===== src/rtl/hazard_stall_unit_if.sv =====
// ============================================================================
// Module : hazard_stall_unit_if
// Brief  : Hazard inputs and pipeline-control outputs of hazard_stall_unit.
// Rev    : 1.0 - initial release
// ============================================================================
`default_nettype none

interface hazard_stall_unit_if #(
  parameter int REG_ADDR_W = 5,
  parameter int CNT_W      = 32
);
  logic [REG_ADDR_W-1:0] i_if_id_rs;
  logic [REG_ADDR_W-1:0] i_if_id_rt;
  logic                  i_if_id_uses_rs;
  logic                  i_if_id_uses_rt;
  logic [REG_ADDR_W-1:0] i_id_ex_rd;
  logic                  i_id_ex_mem_read;
  logic                  i_id_ex_reg_write;
  logic                  i_div_start;
  logic                  i_branch_taken;
  logic                  o_pc_write;
  logic                  o_if_id_write;
  logic                  o_if_id_flush;
  logic                  o_id_ex_write;
  logic                  o_id_ex_bubble;
  logic                  o_ex_mem_bubble;
  logic                  o_div_done;
  logic [CNT_W-1:0]      o_stall_cycles;

  modport master (
    output i_if_id_rs, i_if_id_rt, i_if_id_uses_rs, i_if_id_uses_rt,
           i_id_ex_rd, i_id_ex_mem_read, i_id_ex_reg_write,
           i_div_start, i_branch_taken,
    input  o_pc_write, o_if_id_write, o_if_id_flush, o_id_ex_write,
           o_id_ex_bubble, o_ex_mem_bubble, o_div_done, o_stall_cycles
  );

  modport slave (
    input  i_if_id_rs, i_if_id_rt, i_if_id_uses_rs, i_if_id_uses_rt,
           i_id_ex_rd, i_id_ex_mem_read, i_id_ex_reg_write,
           i_div_start, i_branch_taken,
    output o_pc_write, o_if_id_write, o_if_id_flush, o_id_ex_write,
           o_id_ex_bubble, o_ex_mem_bubble, o_div_done, o_stall_cycles
  );
endinterface

`default_nettype wire


===== src/rtl/hazard_stall_unit.sv =====
// ============================================================================
// Module : hazard_stall_unit
// Brief  : Load-use / multi-cycle divide stall and taken-branch flush control.
// Rev    : 1.0 - initial release
// ============================================================================
`default_nettype none

module hazard_stall_unit #(
  parameter int REG_ADDR_W  = 5,
  parameter int DIV_LATENCY = 8,
  parameter int CNT_W       = 32
) (
  input  wire logic            clk,
  input  wire logic            rst_n,
  hazard_stall_unit_if.slave   hz
);

  localparam int               c_DCNT_W   = (DIV_LATENCY > 2) ? $clog2(DIV_LATENCY) : 1;
  localparam logic [c_DCNT_W-1:0] c_DIV_INIT = c_DCNT_W'(DIV_LATENCY - 2);
  localparam logic [0:0]       S_IDLE     = 1'b0;
  localparam logic [0:0]       S_DIV_BUSY = 1'b1;

  logic [0:0]          r_state;
  logic [0:0]          w_state_nxt;
  logic [c_DCNT_W-1:0] r_div_cnt;
  logic [c_DCNT_W-1:0] w_div_cnt_nxt;
  logic [CNT_W-1:0]    r_stall_cycles;

  logic w_load_use;
  logic w_pc_write;
  logic w_if_id_write;
  logic w_if_id_flush;
  logic w_id_ex_write;
  logic w_id_ex_bubble;
  logic w_ex_mem_bubble;
  logic w_div_done;

  // Register 0 is hard-wired, so a load targeting it never creates a dependency.
  assign w_load_use = hz.i_id_ex_mem_read && hz.i_id_ex_reg_write && (hz.i_id_ex_rd != '0)
                      && ((hz.i_if_id_uses_rs && (hz.i_if_id_rs == hz.i_id_ex_rd))
                       || (hz.i_if_id_uses_rt && (hz.i_if_id_rt == hz.i_id_ex_rd)));

  always_comb begin
    w_pc_write      = 1'b1;
    w_if_id_write   = 1'b1;
    w_if_id_flush   = 1'b0;
    w_id_ex_write   = 1'b1;
    w_id_ex_bubble  = 1'b0;
    w_ex_mem_bubble = 1'b0;
    w_div_done      = 1'b0;
    w_state_nxt     = r_state;
    w_div_cnt_nxt   = r_div_cnt;
    case (r_state)
      S_IDLE: begin
        if (hz.i_branch_taken) begin
          w_if_id_flush  = 1'b1;
          w_id_ex_bubble = 1'b1;
        end else if (hz.i_div_start) begin
          w_pc_write      = 1'b0;
          w_if_id_write   = 1'b0;
          w_id_ex_write   = 1'b0;
          w_ex_mem_bubble = 1'b1;
          w_state_nxt     = S_DIV_BUSY;
          w_div_cnt_nxt   = c_DIV_INIT;
        end else if (w_load_use) begin
          w_pc_write     = 1'b0;
          w_if_id_write  = 1'b0;
          w_id_ex_bubble = 1'b1;
        end
      end
      S_DIV_BUSY: begin
        if (r_div_cnt != '0) begin
          w_pc_write      = 1'b0;
          w_if_id_write   = 1'b0;
          w_id_ex_write   = 1'b0;
          w_ex_mem_bubble = 1'b1;
          w_div_cnt_nxt   = r_div_cnt - 1'b1;
        end else begin
          // Final divide cycle: EX advances, yet the ID instruction may still be a load consumer.
          w_div_done  = 1'b1;
          w_state_nxt = S_IDLE;
          if (w_load_use) begin
            w_pc_write     = 1'b0;
            w_if_id_write  = 1'b0;
            w_id_ex_bubble = 1'b1;
          end
        end
      end
      default: w_state_nxt = S_IDLE;
    endcase
  end

  always_ff @(posedge clk or negedge rst_n) begin
    if (!rst_n) begin
      r_state        <= S_IDLE;
      r_div_cnt      <= '0;
      r_stall_cycles <= '0;
    end else begin
      r_state   <= w_state_nxt;
      r_div_cnt <= w_div_cnt_nxt;
      if (!w_pc_write && (r_stall_cycles != {CNT_W{1'b1}}))
        r_stall_cycles <= r_stall_cycles + 1'b1;
    end
  end

  assign hz.o_pc_write      = w_pc_write;
  assign hz.o_if_id_write   = w_if_id_write;
  assign hz.o_if_id_flush   = w_if_id_flush;
  assign hz.o_id_ex_write   = w_id_ex_write;
  assign hz.o_id_ex_bubble  = w_id_ex_bubble;
  assign hz.o_ex_mem_bubble = w_ex_mem_bubble;
  assign hz.o_div_done      = w_div_done;
  assign hz.o_stall_cycles  = r_stall_cycles;

endmodule

`default_nettype wire


===== src/flat_wrapper.sv =====
// flat-port wrapper written by rule: the top's interface ports become plain ports
module hazard_stall_unit_flat 
#(
  parameter int REG_ADDR_W  = 5,
  parameter int DIV_LATENCY = 8,
  parameter int CNT_W       = 32
)
  (clk, rst_n, hz_i_if_id_rs, hz_i_if_id_rt, hz_i_if_id_uses_rs, hz_i_if_id_uses_rt, hz_i_id_ex_rd, hz_i_id_ex_mem_read, hz_i_id_ex_reg_write, hz_i_div_start, hz_i_branch_taken, hz_o_pc_write, hz_o_if_id_write, hz_o_if_id_flush, hz_o_id_ex_write, hz_o_id_ex_bubble, hz_o_ex_mem_bubble, hz_o_div_done, hz_o_stall_cycles);
  hazard_stall_unit_if #(.REG_ADDR_W(REG_ADDR_W), .CNT_W(CNT_W)) hz_i ();
  input  wire logic clk;
  input  wire logic rst_n;
  input wire logic [$bits(hz_i.i_if_id_rs)-1:0] hz_i_if_id_rs;
  input wire logic [$bits(hz_i.i_if_id_rt)-1:0] hz_i_if_id_rt;
  input wire logic [$bits(hz_i.i_if_id_uses_rs)-1:0] hz_i_if_id_uses_rs;
  input wire logic [$bits(hz_i.i_if_id_uses_rt)-1:0] hz_i_if_id_uses_rt;
  input wire logic [$bits(hz_i.i_id_ex_rd)-1:0] hz_i_id_ex_rd;
  input wire logic [$bits(hz_i.i_id_ex_mem_read)-1:0] hz_i_id_ex_mem_read;
  input wire logic [$bits(hz_i.i_id_ex_reg_write)-1:0] hz_i_id_ex_reg_write;
  input wire logic [$bits(hz_i.i_div_start)-1:0] hz_i_div_start;
  input wire logic [$bits(hz_i.i_branch_taken)-1:0] hz_i_branch_taken;
  output wire logic [$bits(hz_i.o_pc_write)-1:0] hz_o_pc_write;
  output wire logic [$bits(hz_i.o_if_id_write)-1:0] hz_o_if_id_write;
  output wire logic [$bits(hz_i.o_if_id_flush)-1:0] hz_o_if_id_flush;
  output wire logic [$bits(hz_i.o_id_ex_write)-1:0] hz_o_id_ex_write;
  output wire logic [$bits(hz_i.o_id_ex_bubble)-1:0] hz_o_id_ex_bubble;
  output wire logic [$bits(hz_i.o_ex_mem_bubble)-1:0] hz_o_ex_mem_bubble;
  output wire logic [$bits(hz_i.o_div_done)-1:0] hz_o_div_done;
  output wire logic [$bits(hz_i.o_stall_cycles)-1:0] hz_o_stall_cycles;
  assign hz_i.i_if_id_rs = hz_i_if_id_rs;
  assign hz_i.i_if_id_rt = hz_i_if_id_rt;
  assign hz_i.i_if_id_uses_rs = hz_i_if_id_uses_rs;
  assign hz_i.i_if_id_uses_rt = hz_i_if_id_uses_rt;
  assign hz_i.i_id_ex_rd = hz_i_id_ex_rd;
  assign hz_i.i_id_ex_mem_read = hz_i_id_ex_mem_read;
  assign hz_i.i_id_ex_reg_write = hz_i_id_ex_reg_write;
  assign hz_i.i_div_start = hz_i_div_start;
  assign hz_i.i_branch_taken = hz_i_branch_taken;
  assign hz_o_pc_write = hz_i.o_pc_write;
  assign hz_o_if_id_write = hz_i.o_if_id_write;
  assign hz_o_if_id_flush = hz_i.o_if_id_flush;
  assign hz_o_id_ex_write = hz_i.o_id_ex_write;
  assign hz_o_id_ex_bubble = hz_i.o_id_ex_bubble;
  assign hz_o_ex_mem_bubble = hz_i.o_ex_mem_bubble;
  assign hz_o_div_done = hz_i.o_div_done;
  assign hz_o_stall_cycles = hz_i.o_stall_cycles;
  hazard_stall_unit #(.REG_ADDR_W(REG_ADDR_W), .DIV_LATENCY(DIV_LATENCY), .CNT_W(CNT_W)) u_core (.clk(clk), .rst_n(rst_n), .hz(hz_i));
endmodule

===== config.mk =====
export PLATFORM = sky130hd
export DESIGN_NAME = hazard_stall_unit_flat
export DESIGN_NICKNAME = d
export VERILOG_FILES = /design/src/rtl/hazard_stall_unit_if.sv /design/src/rtl/hazard_stall_unit.sv /design/src/flat_wrapper.sv
export SDC_FILE = /design/constraint.sdc
export NUM_CORES = 1
export LEC_CHECK = 0
export CAP_MARGIN = 20
export CORE_MARGIN = 5
export CORE_UTILIZATION = 35
export DETAILED_ROUTE_END_ITERATION = 7
export HOLD_SLACK_MARGIN = 0.03
export SYNTH_ARGS = -nofsm -noshare
export SYNTH_HDL_FRONTEND = slang
export SYNTH_SLANG_ARGS = --single-unit

===== constraint.sdc =====
create_clock -name clk -period 5.24 [get_ports clk]
set_clock_uncertainty 0.15 [all_clocks]
set_input_delay 1.048 -clock clk [delete_from_list [all_inputs] [get_ports clk]]
set_output_delay 1.048 -clock clk [all_outputs]
set_load 0.01 [all_outputs]

==> flow_summary.json <==
{
  "cts_tree": "done",
  "ys_seq_area_share_pct": 44.0,
  "crit_required_ps": 4040,
  "power_density_mw_per_mm2": 334,
  "max_slew.worst_pin.slew_ps": 938,
  "cp.arrival_ps": 3150,
  "dieArea_mm2": 0.00748,
  "worstSetupEndpointType": "output port",
  "syn_inst": 179,
  "critPathMaxFanout": 3,
  "initial_core_util_pct": 36.5,
  "cts_sinks": 36,
  "wl_mm": 4.48,
  "num_rows": 27,
  "area_growth_pct": 36.4,
  "placedCellCount": 307,
  "final_cell_mix": "clkdlybuf4s50_1 (60), xnor2_1 (40), dfrtp_1 (36)",
  "fin_crit_sh_pct": 83.0,
  "path_common_cell": "clkdlybuf4s50_1",
  "outcome": "complete, no violations",
  "p_comb_share_pct": 38.6,
  "finalNetCount": 268,
  "clk_latency_ps": 280,
  "drtIter0Drc": 65,
  "cts-resized-gates": 0,
  "grt_pass1_wl_mm": 7.81,
  "clockRootBuffer": "clkbuf_8",
  "p_clk_share_pct": 21.5,
  "finalNonFillerCells": 315,
  "synthTopCellsByArea": "dfrtp_1 (44%), xnor2_1 (17%), nand3_2 (7.8%)",
  "via_per_inst": 4.82,
  "drv_cap": 0,
  "grt_start_max_net_pins": 37,
  "hold_violations": 0,
  "path_clk_slew_ps": 70,
  "ir_worst_vdd_mv": 0.206,
  "drtAntennaViolNets": 0,
  "synth_top_area_share_pct": 44.0,
  "track_usage_pct": 12.9,
  "ys_ff_latch": 36,
  "via_count": 1519,
  "fill_cells": 553,
  "pwr-share-seq_pct": 40.0,
  "report.power.total_uw": 932,
  "routedWlPerCell_um": 14.2,
  "p_leak_nw": 1.10,
  "clock_path_buffers": 2,
  "worst-path-buf-inv": 2,
  "synth.largest_area_cell": "dfrtp_1",
  "wl_met2_mm": 2.24,
  "die_y_um": 86.5,
  "syn_avg_cell_area_um2": 11.4,
  "netlist_area_mm2": 0.00205,
  "cts_setup_buffers": 0,
  "gp_congestion": 0.807,
  "slew_violations": 0,
  "htree_num_levels": 2,
  "tns_ps": 0,
  "synth_nets": 205,
  "p_sw_uw": 327,
  "antenna_cells": 0,
  "cpMaxStageDelayCell": "clkdlybuf4s50_1",
  "pin_count": 62,
  "fin_crit_ps": 4350,
  "drc_errors": 0,
  "maxSlewHeadroom_pct": 37.2,
  "yosysUniqueCellTypes": 38,
  "crit_family": "buffers and inverters",
  "hp-class": "flop to flop",
  "grt_pass1_vias": 1609,
  "cts-buffers-inserted": 5,
  "finalSetupViolations": 0,
  "final_common_cell": "clkdlybuf4s50_1",
  "fp.dieW_um": 86.5,
  "routed-wl-met3_um": 224,
  "first_pass_iters": 4,
  "yosys_warnings": 0,
  "post-place-ws_ps": 891,
  "fmax_mhz": 230,
  "met1_length_mm": 2.00,
  "rsz0062_at_grt": "false",
  "design.core.area_mm2": 0.00561,
  "post-dp-hpwl_mm": 3.34,
  "p_sw_share_pct": 35.1,
  "setup_ws_ps": 891,
  "crit_chain": "clkdlybuf4s50_1 -> or4_4 -> o2111a_2 -> a21oi_4 -> clkdlybuf4s50_1",
  "whs_ps": 342,
  "cp-start-kind": "input pin",
  "top_layer": "met4",
  "cpPeakStageDelay_ps": 590,
  "io_buffers": 61,
  "final_layout_size_suffix_gt1_share_pct": 16.0,
  "cts_hold_buf": 0,
  "grt.overflow.total": 0,
  "internal-power_uw": 605,
  "worst-setup-path-type": "input pin to output port",
  "antenna_found_initial": 0
}
==> routing by layer <==
| layer | vias to the layer above | GRT usage, % |
|---|---|---|
| met4 | 0 | 2.55 |
| met2 | 33 | 21.5 |
| li1 | 748 | - |
| met3 | 2 | 3.61 |
| met1 | 736 | 16.7 |
| met5 | - | 0 |
==> worst register-to-register path, delay by kind of cell, from the launching register on <==
| kind | cells | cell delay, ps |
|---|---|---|
| XOR/XNOR | 1 | 130 |
| AO/OA/AOI/OAI | 1 | 810 |
| AND/OR/NAND/NOR | 5 | 950 |
| flip-flops | 1 | 440 |
| buffers and inverters | 1 | 340 |
==> cell usage after synthesis <==
master / number
a21oi_4: 1
mux2i_1: 1
nand3_1: 4
or4_4: 1
ha_1: 3
buf_1: 1
and2_1: 4
and3_4: 2
mux2_1: 1
xor2_1: 1
nor2b_1: 1
nor3b_1: 2
o2111a_2: 1
and4_1: 2
a31oi_1: 1
and2_2: 1
nand4_1: 9
dfrtp_1: 36
and2_4: 1
nand2_1: 6
nand4_2: 5
buf_6: 3
inv_1: 7
buf_2: 2
nor3_2: 1
buf_4: 1
o21ai_1: 1
a41oi_4: 1
o2111ai_1: 1
o22ai_1: 1
nand3_2: 16
xnor2_1: 40
o21ai_0: 3
or2_1: 1
nor2_1: 3
nand2b_1: 2
a21oi_1: 1
and3_1: 11
==> registers in the layout (all words and copies together), names as in the netlist <==
signal                    cells
u_core.hz.o_stall_cycles     32
u_core.r_div_cnt              3
u_core.r_state                1
==> power by group through the flow <==
stage	Sequential (mW)	Combinational, mW	Clock, mW
final	0.373	0.359	0.200
after global routing	0.381	0.397	0.220
after CTS	0.372	0.368	0.207
after detailed placement	0.376	0.367	0
after global placement	0.376	0.363	0
after floorplan	0.379	0.219	0
==> logic make-up (layout without fill, tap and decap cells) <==
| logic type | Yosys count | count (layout) | share of synthesized area, % |
|---|---|---|---|
| adders and majority gates | 3 | 3 | 1.83 |
| xor gates and xnor gates | 41 | 41 | 17.5 |
| DFF | 36 | 36 | 44.0 |
| AOI/OAI and AO/OA | 11 | 11 | 5.01 |
| muxes | 2 | 2 | 1.04 |
| buffers and inverters | 14 | 78 | 3.97 |
| and+or+nand+nor | 72 | 72 | 26.6 |
==> stage by stage <==
step,utilization [%],area (µm²)
floorplan,-,2050
detailed placement,48.2,2700
global placement,48.2,2700
finish,49.8,2790
global route,49.8,2790
CTS,49.8,2790
==> worst paths after layout <==
check                      slack (ps)                         from  depth (start not counted)                      endpoint
setup / recovery                  890             hz_i_id_ex_rd[0]                          5              hz_o_if_id_write
hold / removal                    340          u_core.r_div_cnt[0]                          1           u_core.r_div_cnt[0]
setup reg to reg                 2310  u_core.hz.o_stall_cycles[5]                          8  u_core.hz.o_stall_cycles[17]
hold reg to reg                   340          u_core.r_div_cnt[0]                          1           u_core.r_div_cnt[0]
max in group asynchronous        3720                        rst_n                          1  u_core.hz.o_stall_cycles[15]
min in group asynchronous         700                        rst_n                          1  u_core.hz.o_stall_cycles[24]
==> final cells by class <==
class                           instances  area (µm²)  area share, %
Timing Repair Buffer                   63         621           22.2
Multi-Input combinational cell        129        1060           38.1
Clock buffer                            8        90.1           3.23
Inverter                                7        26.3          0.941
Tap cell                               72        90.1           3.23
Sequential cell                        36         901           32.3
No activity file was read; power rests on OpenSTA's default activity.
